[config.mk]
export PLATFORM = sky130hd
export DESIGN_NAME = ddr2_idelay_seq_flat
export DESIGN_NICKNAME = d
export VERILOG_FILES = /design/src/rtl/ddr2_idelay_seq_if.sv /design/src/rtl/ddr2_idelay_seq.sv /design/src/flat_wrapper.sv
export SDC_FILE = /design/constraint.sdc
export NUM_CORES = 1
export LEC_CHECK = 0
export BUFFER_PORTS_ARGS = -buffer_cell sky130_fd_sc_hd__buf_2
export CORE_ASPECT_RATIO = 1.25
export CORE_MARGIN = 2
export CORE_UTILIZATION = 30
export CTS_BUF_LIST = sky130_fd_sc_hd__clkbuf_4 sky130_fd_sc_hd__clkbuf_8 sky130_fd_sc_hd__clkbuf_16
export DETAILED_ROUTE_END_ITERATION = 12
export PLACE_DENSITY_LB_ADDON = 0.1
export SLEW_MARGIN = 20
export SYNTH_ARGS = -nofsm -noshare
export SYNTH_HDL_FRONTEND = slang
export SYNTH_SLANG_ARGS = --single-unit
[constraint.sdc]
create_clock -name clk200 -period 6.9 [get_ports clk200]
set_input_delay 0.69 -clock clk200 [delete_from_list [all_inputs] [get_ports clk200]]
set_output_delay 0.69 -clock clk200 [all_outputs]
set_load 0.02 [all_outputs]
[src/rtl/ddr2_idelay_seq_if.sv]
// Tap-change request channel between the DDR2 calibration logic (master)
// and the IODELAY sequencer (slave).
interface ddr2_idelay_seq_if #(
  parameter int unsigned GRP_W = 2,
  parameter int unsigned TAP_W = 6
) ();
  logic             tap_req;
  logic [GRP_W-1:0] tap_grp;
  logic [TAP_W-1:0] tap_val;
  logic             tap_ack;
  logic             ctrl_ready;

  modport master (
    output tap_req,
    output tap_grp,
    output tap_val,
    input  tap_ack,
    input  ctrl_ready
  );

  modport slave (
    input  tap_req,
    input  tap_grp,
    input  tap_val,
    output tap_ack,
    output ctrl_ready
  );
endinterface

[src/rtl/ddr2_idelay_seq.sv]
// DDR2 input-delay sequencer (clk200 domain). Brings up IDELAYCTRL, clears
// all IODELAY taps, then walks one delay group at a time to a requested tap
// with single CE/INC pulses separated by an idle cycle. Loss or absence of
// RDY restarts the bring-up and is reported through retry_cnt/timeout_err.
module ddr2_idelay_seq #(
  parameter int unsigned RST_CYCLES  = 16,
  parameter int unsigned RDY_TIMEOUT = 4096,
  parameter int unsigned N_GRP       = 4,
  parameter int unsigned GRP_W       = 2,
  parameter int unsigned TAP_W       = 6
) (
  input  logic             clk200,
  input  logic             rst200,
  input  logic             idelay_ctrl_rdy,
  output logic             idelayctrl_rst,
  output logic             iodelay_rst,
  output logic [N_GRP-1:0] iodelay_ce,
  output logic             iodelay_inc,
  ddr2_idelay_seq_if.slave tap_if,
  output logic             timeout_err,
  output logic [3:0]       retry_cnt
);

  localparam int unsigned CNT_MAX = (RDY_TIMEOUT > RST_CYCLES) ? RDY_TIMEOUT : RST_CYCLES;
  localparam int unsigned CNT_W   = $clog2(CNT_MAX) + 1;

  localparam logic [2:0] S_RST_ASSERT = 3'd0;
  localparam logic [2:0] S_WAIT_RDY   = 3'd1;
  localparam logic [2:0] S_TAP_RESET  = 3'd2;
  localparam logic [2:0] S_IDLE       = 3'd3;
  localparam logic [2:0] S_STEP       = 3'd4;
  localparam logic [2:0] S_GAP        = 3'd5;
  localparam logic [2:0] S_DONE       = 3'd6;

  logic [2:0]       state, state_nx;
  logic [CNT_W-1:0] cnt, cnt_nx;
  logic             rdy_meta_p0, rdy_sync_p1;
  logic             rdy_lost;
  logic             timeout_hit;
  logic             retry_inc;
  logic             req_grp_ok;
  logic             step_up;
  logic [GRP_W-1:0] grp_q;
  logic [TAP_W-1:0] val_q;
  logic [TAP_W-1:0] cur [N_GRP];
  logic [TAP_W-1:0] cur_req;
  logic [TAP_W-1:0] cur_sel;

  // Saturating bring-up retry counter increment.
  function automatic logic [3:0] sat_inc(input logic [3:0] v);
    return (v == 4'hF) ? v : v + 4'd1;
  endfunction

  // Two-flop synchronizer for the asynchronous IDELAYCTRL RDY.
  always_ff @(posedge clk200 or posedge rst200) begin
    if (rst200) begin
      rdy_meta_p0 <= 1'b0;
      rdy_sync_p1 <= 1'b0;
    end else begin
      rdy_meta_p0 <= idelay_ctrl_rdy;
      rdy_sync_p1 <= rdy_meta_p0;
    end
  end

  // Current tap of the group being requested and of the latched group.
  always_comb begin
    cur_req = '0;
    cur_sel = '0;
    for (int unsigned g = 0; g < N_GRP; g++) begin
      if (tap_if.tap_grp == GRP_W'(g)) cur_req = cur[g];
      if (grp_q == GRP_W'(g))          cur_sel = cur[g];
    end
  end

  assign req_grp_ok = 32'(tap_if.tap_grp) < N_GRP;
  assign step_up    = val_q > cur_sel;
  assign rdy_lost   = !rdy_sync_p1 &&
                      (state inside {S_TAP_RESET, S_IDLE, S_STEP, S_GAP, S_DONE});

  // Next-state, cycle counter and fault event decode.
  always_comb begin
    state_nx    = state;
    cnt_nx      = cnt;
    timeout_hit = 1'b0;
    retry_inc   = 1'b0;
    case (state)
      S_RST_ASSERT: begin
        if (cnt == CNT_W'(RST_CYCLES - 1)) begin
          state_nx = S_WAIT_RDY;
          cnt_nx   = '0;
        end else begin
          cnt_nx = cnt + CNT_W'(1);
        end
      end
      S_WAIT_RDY: begin
        if (rdy_sync_p1) begin
          state_nx = S_TAP_RESET;
          cnt_nx   = '0;
        end else if (cnt == CNT_W'(RDY_TIMEOUT - 1)) begin
          state_nx    = S_RST_ASSERT;
          cnt_nx      = '0;
          timeout_hit = 1'b1;
          retry_inc   = 1'b1;
        end else begin
          cnt_nx = cnt + CNT_W'(1);
        end
      end
      S_TAP_RESET: state_nx = S_IDLE;
      S_IDLE: begin
        if (tap_if.tap_req)
          state_nx = (!req_grp_ok || (tap_if.tap_val == cur_req)) ? S_DONE : S_STEP;
      end
      S_STEP: state_nx = S_GAP;
      S_GAP:  state_nx = (cur_sel == val_q) ? S_DONE : S_STEP;
      S_DONE: state_nx = S_IDLE;
      default: begin
        state_nx = S_RST_ASSERT;
        cnt_nx   = '0;
      end
    endcase
    // Losing RDY anywhere past bring-up restarts the whole sequence.
    if (rdy_lost) begin
      state_nx  = S_RST_ASSERT;
      cnt_nx    = '0;
      retry_inc = 1'b1;
    end
  end

  // Control state: FSM, counter, sticky timeout flag, retry count.
  always_ff @(posedge clk200 or posedge rst200) begin
    if (rst200) begin
      state       <= S_RST_ASSERT;
      cnt         <= '0;
      timeout_err <= 1'b0;
      retry_cnt   <= 4'd0;
    end else begin
      state <= state_nx;
      cnt   <= cnt_nx;
      if (timeout_hit) timeout_err <= 1'b1;
      if (retry_inc)   retry_cnt   <= sat_inc(retry_cnt);
    end
  end

  // Request latch and per-group tap shadow; TAP_RESET always precedes use.
  always_ff @(posedge clk200) begin
    if (state == S_IDLE && tap_if.tap_req) begin
      grp_q <= tap_if.tap_grp;
      val_q <= tap_if.tap_val;
    end
    for (int unsigned g = 0; g < N_GRP; g++) begin
      if (state == S_TAP_RESET)
        cur[g] <= '0;
      else if (state == S_STEP && grp_q == GRP_W'(g))
        cur[g] <= step_up ? cur[g] + TAP_W'(1) : cur[g] - TAP_W'(1);
    end
  end

  // One-hot CE for the latched group, only during STEP.
  always_comb begin
    iodelay_ce = '0;
    if (state == S_STEP) begin
      for (int unsigned g = 0; g < N_GRP; g++)
        if (grp_q == GRP_W'(g)) iodelay_ce[g] = 1'b1;
    end
  end

  assign idelayctrl_rst    = (state == S_RST_ASSERT);
  assign iodelay_rst       = (state == S_TAP_RESET);
  assign iodelay_inc       = (state == S_STEP) && step_up;
  assign tap_if.ctrl_ready = (state == S_IDLE);
  assign tap_if.tap_ack    = (state == S_DONE);

endmodule

[src/flat_wrapper.sv]
// flat-port wrapper written by rule: the top's interface ports become plain ports
module ddr2_idelay_seq_flat 
#(
  parameter int unsigned RST_CYCLES  = 16,
  parameter int unsigned RDY_TIMEOUT = 4096,
  parameter int unsigned N_GRP       = 4,
  parameter int unsigned GRP_W       = 2,
  parameter int unsigned TAP_W       = 6
)
  (clk200, rst200, idelay_ctrl_rdy, idelayctrl_rst, iodelay_rst, iodelay_ce, iodelay_inc, timeout_err, retry_cnt, tap_if_tap_req, tap_if_tap_grp, tap_if_tap_val, tap_if_tap_ack, tap_if_ctrl_ready);
  ddr2_idelay_seq_if #(.GRP_W(GRP_W), .TAP_W(TAP_W)) tap_if_i ();
  input  logic clk200;
  input  logic rst200;
  input  logic idelay_ctrl_rdy;
  output logic idelayctrl_rst;
  output logic iodelay_rst;
  output logic [N_GRP-1:0] iodelay_ce;
  output logic iodelay_inc;
  output logic timeout_err;
  output logic [3:0] retry_cnt;
  input wire logic [$bits(tap_if_i.tap_req)-1:0] tap_if_tap_req;
  input wire logic [$bits(tap_if_i.tap_grp)-1:0] tap_if_tap_grp;
  input wire logic [$bits(tap_if_i.tap_val)-1:0] tap_if_tap_val;
  output wire logic [$bits(tap_if_i.tap_ack)-1:0] tap_if_tap_ack;
  output wire logic [$bits(tap_if_i.ctrl_ready)-1:0] tap_if_ctrl_ready;
  assign tap_if_i.tap_req = tap_if_tap_req;
  assign tap_if_i.tap_grp = tap_if_tap_grp;
  assign tap_if_i.tap_val = tap_if_tap_val;
  assign tap_if_tap_ack = tap_if_i.tap_ack;
  assign tap_if_ctrl_ready = tap_if_i.ctrl_ready;
  ddr2_idelay_seq #(.RST_CYCLES(RST_CYCLES), .RDY_TIMEOUT(RDY_TIMEOUT), .N_GRP(N_GRP), .GRP_W(GRP_W), .TAP_W(TAP_W)) u_core (.clk200(clk200), .rst200(rst200), .idelay_ctrl_rdy(idelay_ctrl_rdy), .idelayctrl_rst(idelayctrl_rst), .iodelay_rst(iodelay_rst), .iodelay_ce(iodelay_ce), .iodelay_inc(iodelay_inc), .tap_if(tap_if_i), .timeout_err(timeout_err), .retry_cnt(retry_cnt));
endmodule
# Yosys cells after proc, flatten, opt, wreduce, memory -nomap -nowiden
# Memory sizes are Yosys's and may differ from the RTL's.
# Cells that the tools add are included.
[totals] input_bits=12 regBits=31 output_inout_bits=14 memories=1 ram_bits=24 wordCells=114
[classes] n_addsub=10 n_mux=52 reduce_logical=16 bitwise=5 n_lt_le_gt_ge=1 n_eq_ne=21
[memory_table] name="u_core.cur" words=4 word_bits=6 read_ports=4 rd_clocked_by_memory_dff=0 write_ports=4 line_no="ddr2_idelay_seq.sv:45" source="logic [TAP_W-1:0] cur [N_GRP];"
[op_table] operator="$mux W6" count=16
[op_table] operator="$mux W13" count=4
[op_table] operator="$pmux W13 S3" count=1
[op_table] operator="$add A6 B1 Y6 const B" count=4
[op_table] operator="$sub A6 B1 Y6 const B" count=4
[op_table] operator="$mux W1" count=22
[op_table] operator="$pmux W3 S6" count=1
[op_table] operator="$mux W3" count=5
[op_table] operator="$add A13 B1 Y13 const B" count=1
[op_table] operator="$eq A13 B12 Y1 const B" count=1
[op_table] operator="$eq A13 B4 Y1 const B" count=1
[op_table] operator="$eq A6 B6 Y1" count=2
[op_table] operator="$eq A3 B3 Y1 const B" count=3
[op_table] operator="$eq A2 B2 Y1 const B" count=4
[op_table] operator="$logic_and A1 B1 Y1" count=7
[op_table] operator="$eq A3 B2 Y1 const B" count=2
[op_table] operator="$gt A6 B6 Y1" count=1
[op_table] operator="$reduce_bool A5 Y1" count=1
[op_table] operator="$reduce_or A5 Y1" count=1
[op_table] operator="$add A4 B1 Y4 const B" count=1
[op_table] operator="$eq A2 B1 Y1 const B" count=2
[op_table] operator="$eq A4 B4 Y1 const B" count=1
[op_table] operator="$logic_not A2 Y1" count=2
[op_table] operator="$mux W2" count=2
[op_table] operator="other kinds (13)" count=16

# Logic depth before layout (Yosys ltp)
# Gate-level depths: netlist of the first run.
[logic_depth] word_depth=10 ltp_mapped=16 depth_no_buf=15

# Worst setup path before layout of the first run
# Ideal clock, no wire load.
[synth_path] path_type="register to register" start="reg u_core.grp_q[0]" end="mem u_core.cur[0][5] (data pin)" path_stages_with_launch=17 path_slack_ns=2.886 arrival_time_ns=3.752 n_path_buf=1 path_cell_list="edfxtp_1 > clkbuf_1 > mux4_2 > inv_1 > ha_1 > a21o_1 > a21o_1 > a211oi_1 > nor2_1 > inv_1 > ha_1 > a21o_1 > a21oi_1 > o21bai_1 > a21oi_1 > xnor3_1 > nor2_1"
[synth_lines] item="start: declaration" line_no="ddr2_idelay_seq.sv:43" source="logic [GRP_W-1:0] grp_q;"
[synth_lines] item="start signal: assignment" line_no="ddr2_idelay_seq.sv:147" source="grp_q <= tap_if.tap_grp;"
[synth_lines] item="end: declaration" line_no="ddr2_idelay_seq.sv:45"

==> results of run 1 <==
worst min-delay path by stage:
stage,startpoint,end,slack [ns],depth (start not counted)
floorplan,u_core.rdy_meta_p0$_DFF_PP0_,u_core.rdy_sync_p1$_DFF_PP0_,0.33,0
detailed placement,u_core.rdy_meta_p0$_DFF_PP0_,u_core.rdy_sync_p1$_DFF_PP0_,0.34,0
finish,u_core.rdy_meta_p0$_DFF_PP0_,u_core.rdy_sync_p1$_DFF_PP0_,0.36,0
global placement,u_core.rdy_meta_p0$_DFF_PP0_,u_core.rdy_sync_p1$_DFF_PP0_,0.35,0
global route,u_core.rdy_meta_p0$_DFF_PP0_,u_core.rdy_sync_p1$_DFF_PP0_,0.37,0
CTS,u_core.rdy_meta_p0$_DFF_PP0_,u_core.rdy_sync_p1$_DFF_PP0_,0.36,0
cells in the mapped netlist, types with 2 or more instances:
cell type	count	area [um^2]
nor2_1	39	146.4
edfxtp_1	32	960.9
ha_1	24	300.3
dfrtp_1	23	575.6
inv_1	23	86.33
nand2_1	22	82.58
a21oi_1	19	95.09
o21ai_0	15	75.07
xnor2_1	12	105.1
nand3_1	10	50.05
xor2_1	10	87.58
a21o_1	7	52.55
and2_1	7	43.79
mux4_1	6	157.7
mux4_2	6	135.1
a31oi_1	5	31.28
nand4_1	5	31.28
and3_1	4	25.02
buf_6	4	45.04
clkbuf_1	4	15.01
fa_1	4	80.08
nor3_1	4	20.02
o21bai_1	4	30.03
xnor3_1	4	90.09
a22o_1	3	26.28
mux2_2	3	33.78
or3_1	3	18.77
a211oi_1	2	15.01
buf_2	2	10.01
nand2b_1	2	12.51
nand3b_1	2	15.01
nor4_1	2	12.51
cell families after synthesis:
group,after synthesis,share of synthesized area (%)
adders and majority gates,28,10.58
DFF,55,42.73
xor gates and xnor gates,26,7.864
buffers and inverters,35,4.732
and+or+nand+nor,105,13.81
AOI/OAI and AO/OA,63,10.93
muxes,16,9.360
final cells by class:
cell class                      instances  area share [%]
Multi-Input combinational cell        238           47.45
Sequential cell                        55           38.59
Tap cell                              161           5.060
Clock buffer                            5           3.143
Timing Repair Buffer                   25           3.143
Inverter                               23           2.168
Clock inverter                          3          0.4400
state kept, by name (all words and copies together) (netlist names), 2 cells and up:
name              flops
u_core.val_q          6
u_core.cur           24
u_core.cnt           13
u_core.grp_q          2
u_core.retry_cnt      4
u_core.state          3
routing by layer:
| layer | vias up | part of all wire (%) |
|---|---|---|
| met5 | - | 0 |
| met4 | 0 | 3.0 |
| met3 | 13 | 2.6 |
| met2 | 44 | 50 |
| met1 | 1206 | 45 |
| li1 | 1228 | - |
layout by cell type (no fill, tap or decap), types with 4 or more instances in the layout:
master | netlist | final
a21o_1 | 7 | 7
a21oi_1 | 19 | 19
a31oi_1 | 5 | 5
and2_1 | 7 | 7
and3_1 | 4 | 4
buf_2 | 2 | 25
clkbuf_16 | 0 | 5
dfrtp_1 | 23 | 23
edfxtp_1 | 32 | 32
fa_1 | 4 | 4
ha_1 | 24 | 24
inv_1 | 23 | 22
mux4_1 | 6 | 6
mux4_2 | 6 | 6
nand2_1 | 22 | 22
nand3_1 | 10 | 10
nand4_1 | 5 | 5
nor2_1 | 39 | 39
nor3_1 | 4 | 4
o21ai_0 | 15 | 15
o21bai_1 | 4 | 4
xnor2_1 | 12 | 12
xnor3_1 | 4 | 4
xor2_1 | 10 | 10
critical path, stage by stage, from the launching register on:
cell	delay (ns)
edfxtp_1	0.63
mux4_2	0.56
inv_1	0.08
ha_1	0.23
a21o_1	0.18
a21o_1	0.17
a211oi_1	0.23
nor2_1	0.19
inv_1	0.61
ha_1	0.36
a21o_1	0.17
a21oi_1	0.21
o21bai_1	0.08
a21oi_1	0.18
xnor3_1	0.23
nor2_1	0.08
where the power goes:
group | switching (mW) | internal [mW]
clock | 0.126 | 0.135
combinational | 0.227 | 0.177
sequential | 0.0609 | 0.399
total | 0.414 | 0.711
==> metrics.txt, run 1 <==
status complete, no violations; async set-reset flop share out of synthesis between 40% and 50%; Sink Count 55; largest net degree at the start of global routing 24; Post-Syn Nets 368; Sequential Area 1536 um^2; top_reg_cell synth edfxtp_1; reg2reg path depth 15; Clock Tree Root clkbuf_16; peak supply drop 0.1055 mV; Initial DRC Count 110; Yosys reg bits 55; DR WL/cell 16.22 um; TritonCTS clock tree done; die area 12880 um^2; post-route ant nets 0; Tmin final 4.330 ns; setup violators final 0; Overall Global Routing Usage 13.72%; num ports 26; initial antenna violation count 0; HPWL Detailed 6.328 mm; cell count after synthesis between 300 and 400; Setup TNS Final 0 ns; core area 11670 um^2; Vias between 2000 and 2500; Setup Buffers After CTS 0; # hold bufs at CTS 0; met2 GRT Util between 20 and 25%; synth unique cells 48; Area growth syn-to-layout 10.72%; first-pass GRT wire length 13.66 mm; DR pass1 iterations 4; final hold viol count 0; R2R Path End u_core.cur[1][11]$_SDFFCE_PN0P_; DRC viols 0; vias per inst 4.884; Yosys warning count 0; PostCTS Resize Cnt 0; Routed WL 8.274 mm; clk_lat worst skew 0.30 ns; Final Cycle Share 62.76%; Avg Cell Area, Syn approximately 11 um^2; Leak 1.727 nW; Post-Synthesis Cell Area 3596 um^2; multi-input combinational cell area around 1900 um^2; PD cells 282.5 nW/um^2; initial core utilization 30.81%; gr ovfl total 0; reg2reg start u_core.grp_q[0]$_DFFE_PP_; Max Cap Viol 0; H-tree depth 2; number of antenna cells inserted 0; Critical Path Sink Type register; crit path to u_core.cur[1][11]$_SDFFCE_PN0P_; nets@finish 388; CP Max Fanout 21; pre-CTS setup slack 2.535 ns; fin. max-slew vios 0; Cells after DPL approximately 500; f_max 230.9 MHz; final worst slack 2.570 ns; Cell Count, Final, Fillers Out 510; Final Core Density 34.11%; met1 GRT Util about 17%; die span in x 101.9 um; hold slack between 0.3 and 0.4 ns; Top Usage Layer GRT met2; Slew @ Worst Pin 0.9949 ns; Port Buf Inserts 25; Layout Skew approximately 0.0076 ns; Crit path arrival time 4.49 ns; Hold WC Path Type reg -> reg; worst path required time 7.06 ns; placed instance area 3839 um^2; Slew HR 33.67%; RSZ-0062 raised after global routing false; R2R Setup Slk 2.57 ns; FP Rows 44; share of cells above drive strength 1 around an eighth; critical path type reg -> reg; crit start category register; chip height 126.4 um; number of flops mapped to enable cells by yosys 32; Clock Pin Slew Worst Setup and Hold Paths 0.08 ns; number of buffers created by CTS 5; Total Power between 1 and 1.5 mW; GR Util met3 2.094%; fin area 3981 um^2; Final GP Congestion between 0.7 and 0.8; vias in the first global route 2544; Worst Setup SP u_core.grp_q[0]$_DFFE_PP_; clk buf depth 2; Fill cells 1219; sequential fraction of the synthesis area 42.73%
Note: power is estimated with default switching activity, not from simulation.
==> inputs of run 2 (changes only) <==
- clock period: 6.9 -> 4.2 ns (I/O delays scaled with it)
==> run 2 against run 1 <==
  * Via count rose by 1.8%
  * Hold slack got worse by 0.14 ns
  * First-iteration DRC count rose by 52%
  * Cell area rose by 1.5%
  * Clock power rose by 70%
  * Wire length rose by 0.30%
  * Sequential share of layout area fell by 0.59 points
  * Cell count rose by 1.4%
  * Die area did not move
  * Register-to-register slack got worse by 2.2 ns
  * Global-route usage fell by 0.11 points
  * Utilization rose by 0.53 points
  * Critical path type unchanged
  * Largest cell class unchanged
==> metrics.txt, run 2 (synthesis gave the netlist of run 1 again) <==
status complete, no violations; Setup TNS Final 0 ns (unchanged); f_max 258.2 MHz (+12%); R2R Setup Slk 0.33 ns (-2.24 ns); gr ovfl total 0 (unchanged); core area 11670 um^2 (unchanged); multi-input combinational cell area 1889 um^2 (unchanged); Clock Pin Slew Worst Setup and Hold Paths 0.08 ns (about the same); Hold Crit Depth 1 (+1); Cell Chain, Critical Path buf_4 > mux4_2 > inv_1 > ha_1 > a21o_1 > a21o_1 > a211oi_1 > nor2_1 > inv_1 > buf_4 > ha_1 > a21o_1 > a21oi_1 > o21bai_1 > a21oi_1 > xnor3_1 > nor2_1; Overall Global Routing Usage 13.62% (-0.11 points); clk buf depth 2 (unchanged); vias per inst 4.903 (+0.39%); Slew @ Worst Pin 1.012 ns (+0.01676 ns); Area growth syn-to-layout 12.42%; final hold viol count 0 (unchanged); initial antenna violation count 0 (unchanged); chip height 126.4 um (unchanged); critical path type reg -> reg; Final Cycle Share 92.22% (+29 points); DR pass1 iterations 4 (unchanged); die area 12880 um^2 (unchanged); R2R Path End u_core.cur[1][11]$_SDFFCE_PN0P_; Cells after DPL 507 (+1.0%); Sw Ratio 37.01% (+0.25 points); DR WL/cell 16.05 um (-1.1%); PostCTS Resize Cnt 0 (unchanged); Vias 2535 (+1.8%); Cell Count, Final, Fillers Out 517 (+1.4%); clock network power share 23.5% (+0.3 points); Sink Count 55 (unchanged); sequential share of power 39.9% (-1.0 points); nets@finish 395 (+1.8%); post-route ant nets 0 (unchanged); commonest non-fill, non-tap cell in the layout nor2_1; peak supply drop 0.1966 mV (+86%); Hold WC Path Type in -> reg; fin. max-slew vios 0 (unchanged); Tmin final 3.873 ns (-0.4571 ns); Fill cells 1223 (+0.33%); Initial DRC Count 167 (+52%); hold worst-path end u_core.rdy_meta_p0$_DFF_PP0_; Cell Int Power 1.185 mW (+67%); Slew HR 32.56% (-1.1 points); vias in the first global route 2538 (-0.24%); reg2reg start u_core.grp_q[0]$_DFFE_PP_; commonest cells after routing, fill and taps aside nor2_1, edfxtp_1, buf_2, ha_1; Crit path buffers/inverters 4 (+2); initial core utilization 30.81% (unchanged); num ports 26 (unchanged); biggest regs u_core.cur: 24 flops, u_core.cnt: 13 flops, u_core.val_q: 6 flops; Sequential Area 1536 um^2 (unchanged); largest net degree at the start of global routing 24 (unchanged); Final GP Congestion 0.7844 (-0.98%); setup violators final 0 (unchanged); die span in x 101.9 um (unchanged); Gate power share 36.5% (+0.6 points); Worst path max stage delay 0.50 ns (-0.13 ns); RSZ-0062 raised after global routing false; DRC viols 0 (unchanged); Clock Tree Root clkbuf_16; max reg flops 24 (unchanged); number of buffers created by CTS 5 (unchanged); Worst path top cell family by delay compound AO/OA/AOI/OAI gates; CP Max Fanout 19 (-9.5%); Leak 1.765 nW (+2.2%); Worst path slowest cell mux4_2; share of cells above drive strength 1 14.61% (+1.7 points); first-pass GRT wire length 13.42 mm (-1.7%); FP Rows 44 (unchanged); crit start category register; largest register by flop count u_core.cur; Max Cap Viol 0 (unchanged); reg2reg path depth 17 (+2); Crit path top cell by count a21o_1; Layout Skew 0.008996 ns (+0.001361 ns); number of antenna cells inserted 0 (unchanged); TritonCTS clock tree done; Crit path arrival time 4.03 ns (-0.46 ns); worst path required time 4.36 ns (-2.70 ns); PD cells 465.5 nW/um^2 (+65%); min-delay src idelay_ctrl_rdy; Critical Path Sink Type register; HPWL Detailed 6.447 mm (+1.9%); Port Buf Inserts 25 (unchanged); NetSw 0.6966 mW (+68%); clk_lat worst skew 0.30 ns (about the same); Routed WL 8.299 mm (+0.30%); H-tree depth 2 (unchanged)
-- run 2: power by group through the flow --
stage | clock network, mW | logic [mW] | registers [mW]
after detailed placement | 0 | 0.693 | 0.766
after floorplan | 0 | 0.551 | 0.735
after global routing | 0.476 | 0.781 | 0.765
after global placement | 0 | 0.694 | 0.765
after CTS | 0.454 | 0.697 | 0.754
final | 0.443 | 0.687 | 0.751
-- run 2: repair_timing --
item                                    4_1_cts  5_1_grt
buffers inserted                              0        2
endpoints found under the setup margin        0        5
hold buffers                                  0        0
-- run 2: per-stage QoR --
step                      hold slack [ns]  util (%)  power, mW  setup slack, ns  cell area (um^2)
final                              0.2181     34.64      1.882           0.3268              4043
after global routing               0.2115     34.64      2.022         0.005192              4043
after CTS                          0.2172     34.51      1.905           0.1589              4028
after detailed placement           0.3591     33.21      1.460           0.1852              3876
after global placement             0.3471     33.21      1.459           0.1355              3876
after floorplan                    0.3312         -      1.287           0.1864              3596
-- run 2: worst max-delay path by stage --
stage | depth (start not counted) | from | slack (ns) | to
floorplan | 16 | u_core.grp_q[0]$_DFFE_PP_ | 0.19 | u_core.cur[0][5]$_SDFFCE_PN0P_
global placement | 16 | u_core.grp_q[0]$_DFFE_PP_ | 0.14 | u_core.cur[1][11]$_SDFFCE_PN0P_
detailed placement | 16 | u_core.grp_q[0]$_DFFE_PP_ | 0.19 | u_core.cur[0][5]$_SDFFCE_PN0P_
CTS | 16 | u_core.grp_q[0]$_DFFE_PP_ | 0.16 | u_core.cur[1][11]$_SDFFCE_PN0P_
global route | 17 | u_core.grp_q[0]$_DFFE_PP_ | 0.005 | u_core.cur[1][5]$_SDFFCE_PN0P_
finish | 17 | u_core.grp_q[0]$_DFFE_PP_ | 0.33 | u_core.cur[1][11]$_SDFFCE_PN0P_
-- run 2: area by class of cell --
type,instances,area share [%]
well taps,161,4.983
inverters,23,2.136
flip-flops and latches,55,38.01
clock inverters,3,0.6500
multi-input cells,238,46.73
clock buffers,5,3.095
repair buffers,32,4.395
-- run 2: layer usage --
metal / vias to the layer above / part of all wire [%] / track usage, %
met5: - / 0 / 0
met4: 0 / 1.8 / 4.314
met3: 9 / 4.1 / 2.700
met2: 57 / 52 / 24.23
met1: 1222 / 42 / 16.30
li1: 1247 / - / -
==> inputs of run 3 (changes only) <==
- clock period: 4.2 -> 3.2 ns (I/O delays scaled with it)
==> run 3 against run 2 <==
  * Flip-flop and latch count stayed put
  * Utilization is 4.5 points higher
  * Hold slack worse by 0.098 ns
  * Register-to-register slack worse by 0.51 ns
  * Sequential share of layout area is 4.4 points lower
  * Critical path depth is 1 lower
  * Non-clock buffer count is 43 higher
  * Wire length is 13% higher
  * Sequential power is 29% higher
  * Clock power is 30% higher
  * The run now ends with setup timing left
  * Critical path type unchanged
  * Power is 45% higher
  * Cell area is 13% higher
==> metrics.txt, run 3 (synthesis gave the netlist of run 1 again) <==
status complete, but fails checks; failing checks setup timing; die area 12880 um^2 (unchanged); Clock Pin Slew Worst Setup and Hold Paths 0.08 ns (about the same); vias per inst 4.843 (-1.2%); f_max 295.2 MHz (+14%); Layout Skew 0.006591 ns (-0.002405 ns); Worst path max stage delay 0.55 ns (+0.05 ns); Crit path top cell by count a21o_1; DR pass1 iterations 4 (unchanged); number of antenna cells inserted 0 (unchanged); RSZ-0062 raised after global routing true; nets@finish 439 (+11%); largest net degree at the start of global routing 24 (unchanged); Worst path depth 16 (-1); gr ovfl total 0 (unchanged); Slew HR 36.77% (+4.2 points); Clock Tree Root clkbuf_16; Vias 2717 (+7.2%); # hold bufs at CTS 0 (unchanged); FP Rows 44 (unchanged); chip height 126.4 um (unchanged); vias in the first global route 2692 (+6.1%); hold slack 0.1196 ns (-0.09844 ns); Initial DRC Count 127 (-24%); Crit path buffers/inverters 3 (-1); Hold WC Path Type in -> reg; Worst path slowest cell mux4_2; Fill cells 1180 (-3.5%); HPWL Detailed 7.301 mm (+13%); Sink Count 55 (unchanged); final worst slack -0.1879 ns (-0.5147 ns); clk buf depth 2 (unchanged); critical path type reg -> reg; Overall Global Routing Usage 15.48% (+1.9 points); Final Cycle Share 105.9% (+14 points); Cell Count, Final, Fillers Out 561 (+8.5%); final hold viol count 0 (unchanged); core area 11670 um^2 (unchanged); Port Buf Inserts 25 (unchanged); Final Core Density 39.13% (+4.5 points); Final GP Congestion 0.7816 (-0.36%); PD cells 597.0 nW/um^2 (+28%); max reg flops 24 (unchanged); Setup TNS Final -0.7965 ns (-0.7965 ns); number of buffers created by CTS 5 (unchanged); peak supply drop 0.2263 mV (+15%); share of cells above drive strength 1 31.50% (+17 points); reg2reg path depth 16 (-1); Tmin final 3.388 ns (-0.4853 ns); CP Max Fanout 8 (-11); initial antenna violation count 0 (unchanged); initial core utilization 30.81% (unchanged); Hold Crit Depth 1 (unchanged); Slew @ Worst Pin 0.9474 ns (-0.06428 ns); num ports 26 (unchanged); Area growth syn-to-layout 27.00%; H-tree depth 2 (unchanged); Cells after DPL 551 (+8.7%); Cell Chain, Critical Path mux4_2 > inv_2 > ha_4 > a21o_1 > a21o_1 > a211oi_2 > nor2_4 > buf_12 > clkinv_16 > ha_4 > a21o_1 > a21oi_2 > o21bai_1 > a21oi_1 > xnor3_1 > nor2_1; die span in x 101.9 um (unchanged); commonest non-fill, non-tap cell in the layout buf_4; Max Cap Viol 0 (unchanged); Total Power 2.727 mW (+45%); Routed WL 9.390 mm (+13%); Crit path arrival time 3.55 ns (-0.48 ns); DR WL/cell 16.74 um (+4.3%); crit start category register; first-pass GRT wire length 14.93 mm (+11%); post-route ant nets 0 (unchanged); Critical Path Sink Type register; DRC viols 0 (unchanged); largest register by flop count u_core.cur; biggest regs u_core.cur: 24 flops, u_core.cnt: 13 flops, u_core.val_q: 6 flops; fin. max-slew vios 0 (unchanged); clk_lat worst skew 0.30 ns (about the same); setup violators final 10 (+10); Leak 2.002 nW (+13%); worst path required time 3.37 ns (-0.99 ns); commonest cells after routing, fill and taps aside buf_4, nor2_1, edfxtp_1, buf_2, dfrtp_1; TritonCTS clock tree done; Worst path top cell family by delay compound AO/OA/AOI/OAI gates
[run 3: final timing paths]
path / from / endpoint / slack [ns]
worst max-delay path: u_core.grp_q[0]$_DFFE_PP_ / u_core.cur[0][5]$_SDFFCE_PN0P_ / -0.19
max in group asynchronous: rst200 / u_core.cnt[1]$_DFFE_PP0P_ / 2.40
worst min register to register: u_core.rdy_meta_p0$_DFF_PP0_ / u_core.rdy_sync_p1$_DFF_PP0_ / 0.41
worst max register to register: u_core.grp_q[0]$_DFFE_PP_ / u_core.cur[0][5]$_SDFFCE_PN0P_ / -0.19
worst min-delay path: idelay_ctrl_rdy / u_core.rdy_meta_p0$_DFF_PP0_ / 0.12
min in group asynchronous: rst200 / u_core.retry_cnt[0]$_DFFE_PP0P_ / 0.22
[run 3: layer usage]
metal | track usage (%) | vias to the layer above | part of all wire, %
met5 | 0 | - | 0
met4 | 6.902 | 0 | 3.7
met3 | 2.259 | 20 | 2.4
met2 | 26.66 | 50 | 52
met1 | 18.96 | 1311 | 42
li1 | - | 1336 | -
[run 3: where the power goes]
| group | leakage [nW] | switching [mW] | internal (mW) | total [mW] |
|---|---|---|---|---|
| clock network | 0.0743 | 0.281 | 0.295 | 0.576 |
| logic | 1.32 | 0.613 | 0.570 | 1.18 |
| registers | 0.608 | 0.109 | 0.859 | 0.968 |
| total | 2.00 | 1.00 | 1.72 | 2.73 |
[run 3: layout make-up]
class | instances | area, um^2 | area share, %
inverter | 23 | 112.6 | 2.466
clock inverter | 3 | 23.77 | 0.5205
tap | 161 | 201.4 | 4.411
timing repair buffer | 75 | 526.8 | 11.53
multi-input combinational | 238 | 2029 | 44.44
clock buffer | 5 | 125.1 | 2.740
timing repair inverter | 1 | 11.26 | 0.2466
sequential | 55 | 1536 | 33.64
[run 3: through the flow]
step	setup slack (ns)	instance area (um^2)
4_1_cts	-0.1974	4457
6_report	-0.1879	4567
5_1_grt	-0.3514	4567
2_1_floorplan	-0.1013	3692
3_5_place_dp	-0.2911	4293
3_3_place_gp	-0.2529	4293
[run 3: what timing repair did]
item,4_1_cts,5_1_grt
gates cloned,1,0
setup buffers,0,2
endpoints found under the setup margin,17,17
endpoints found under the hold margin,0,0
pin swaps,2,7
resized for setup,6,25
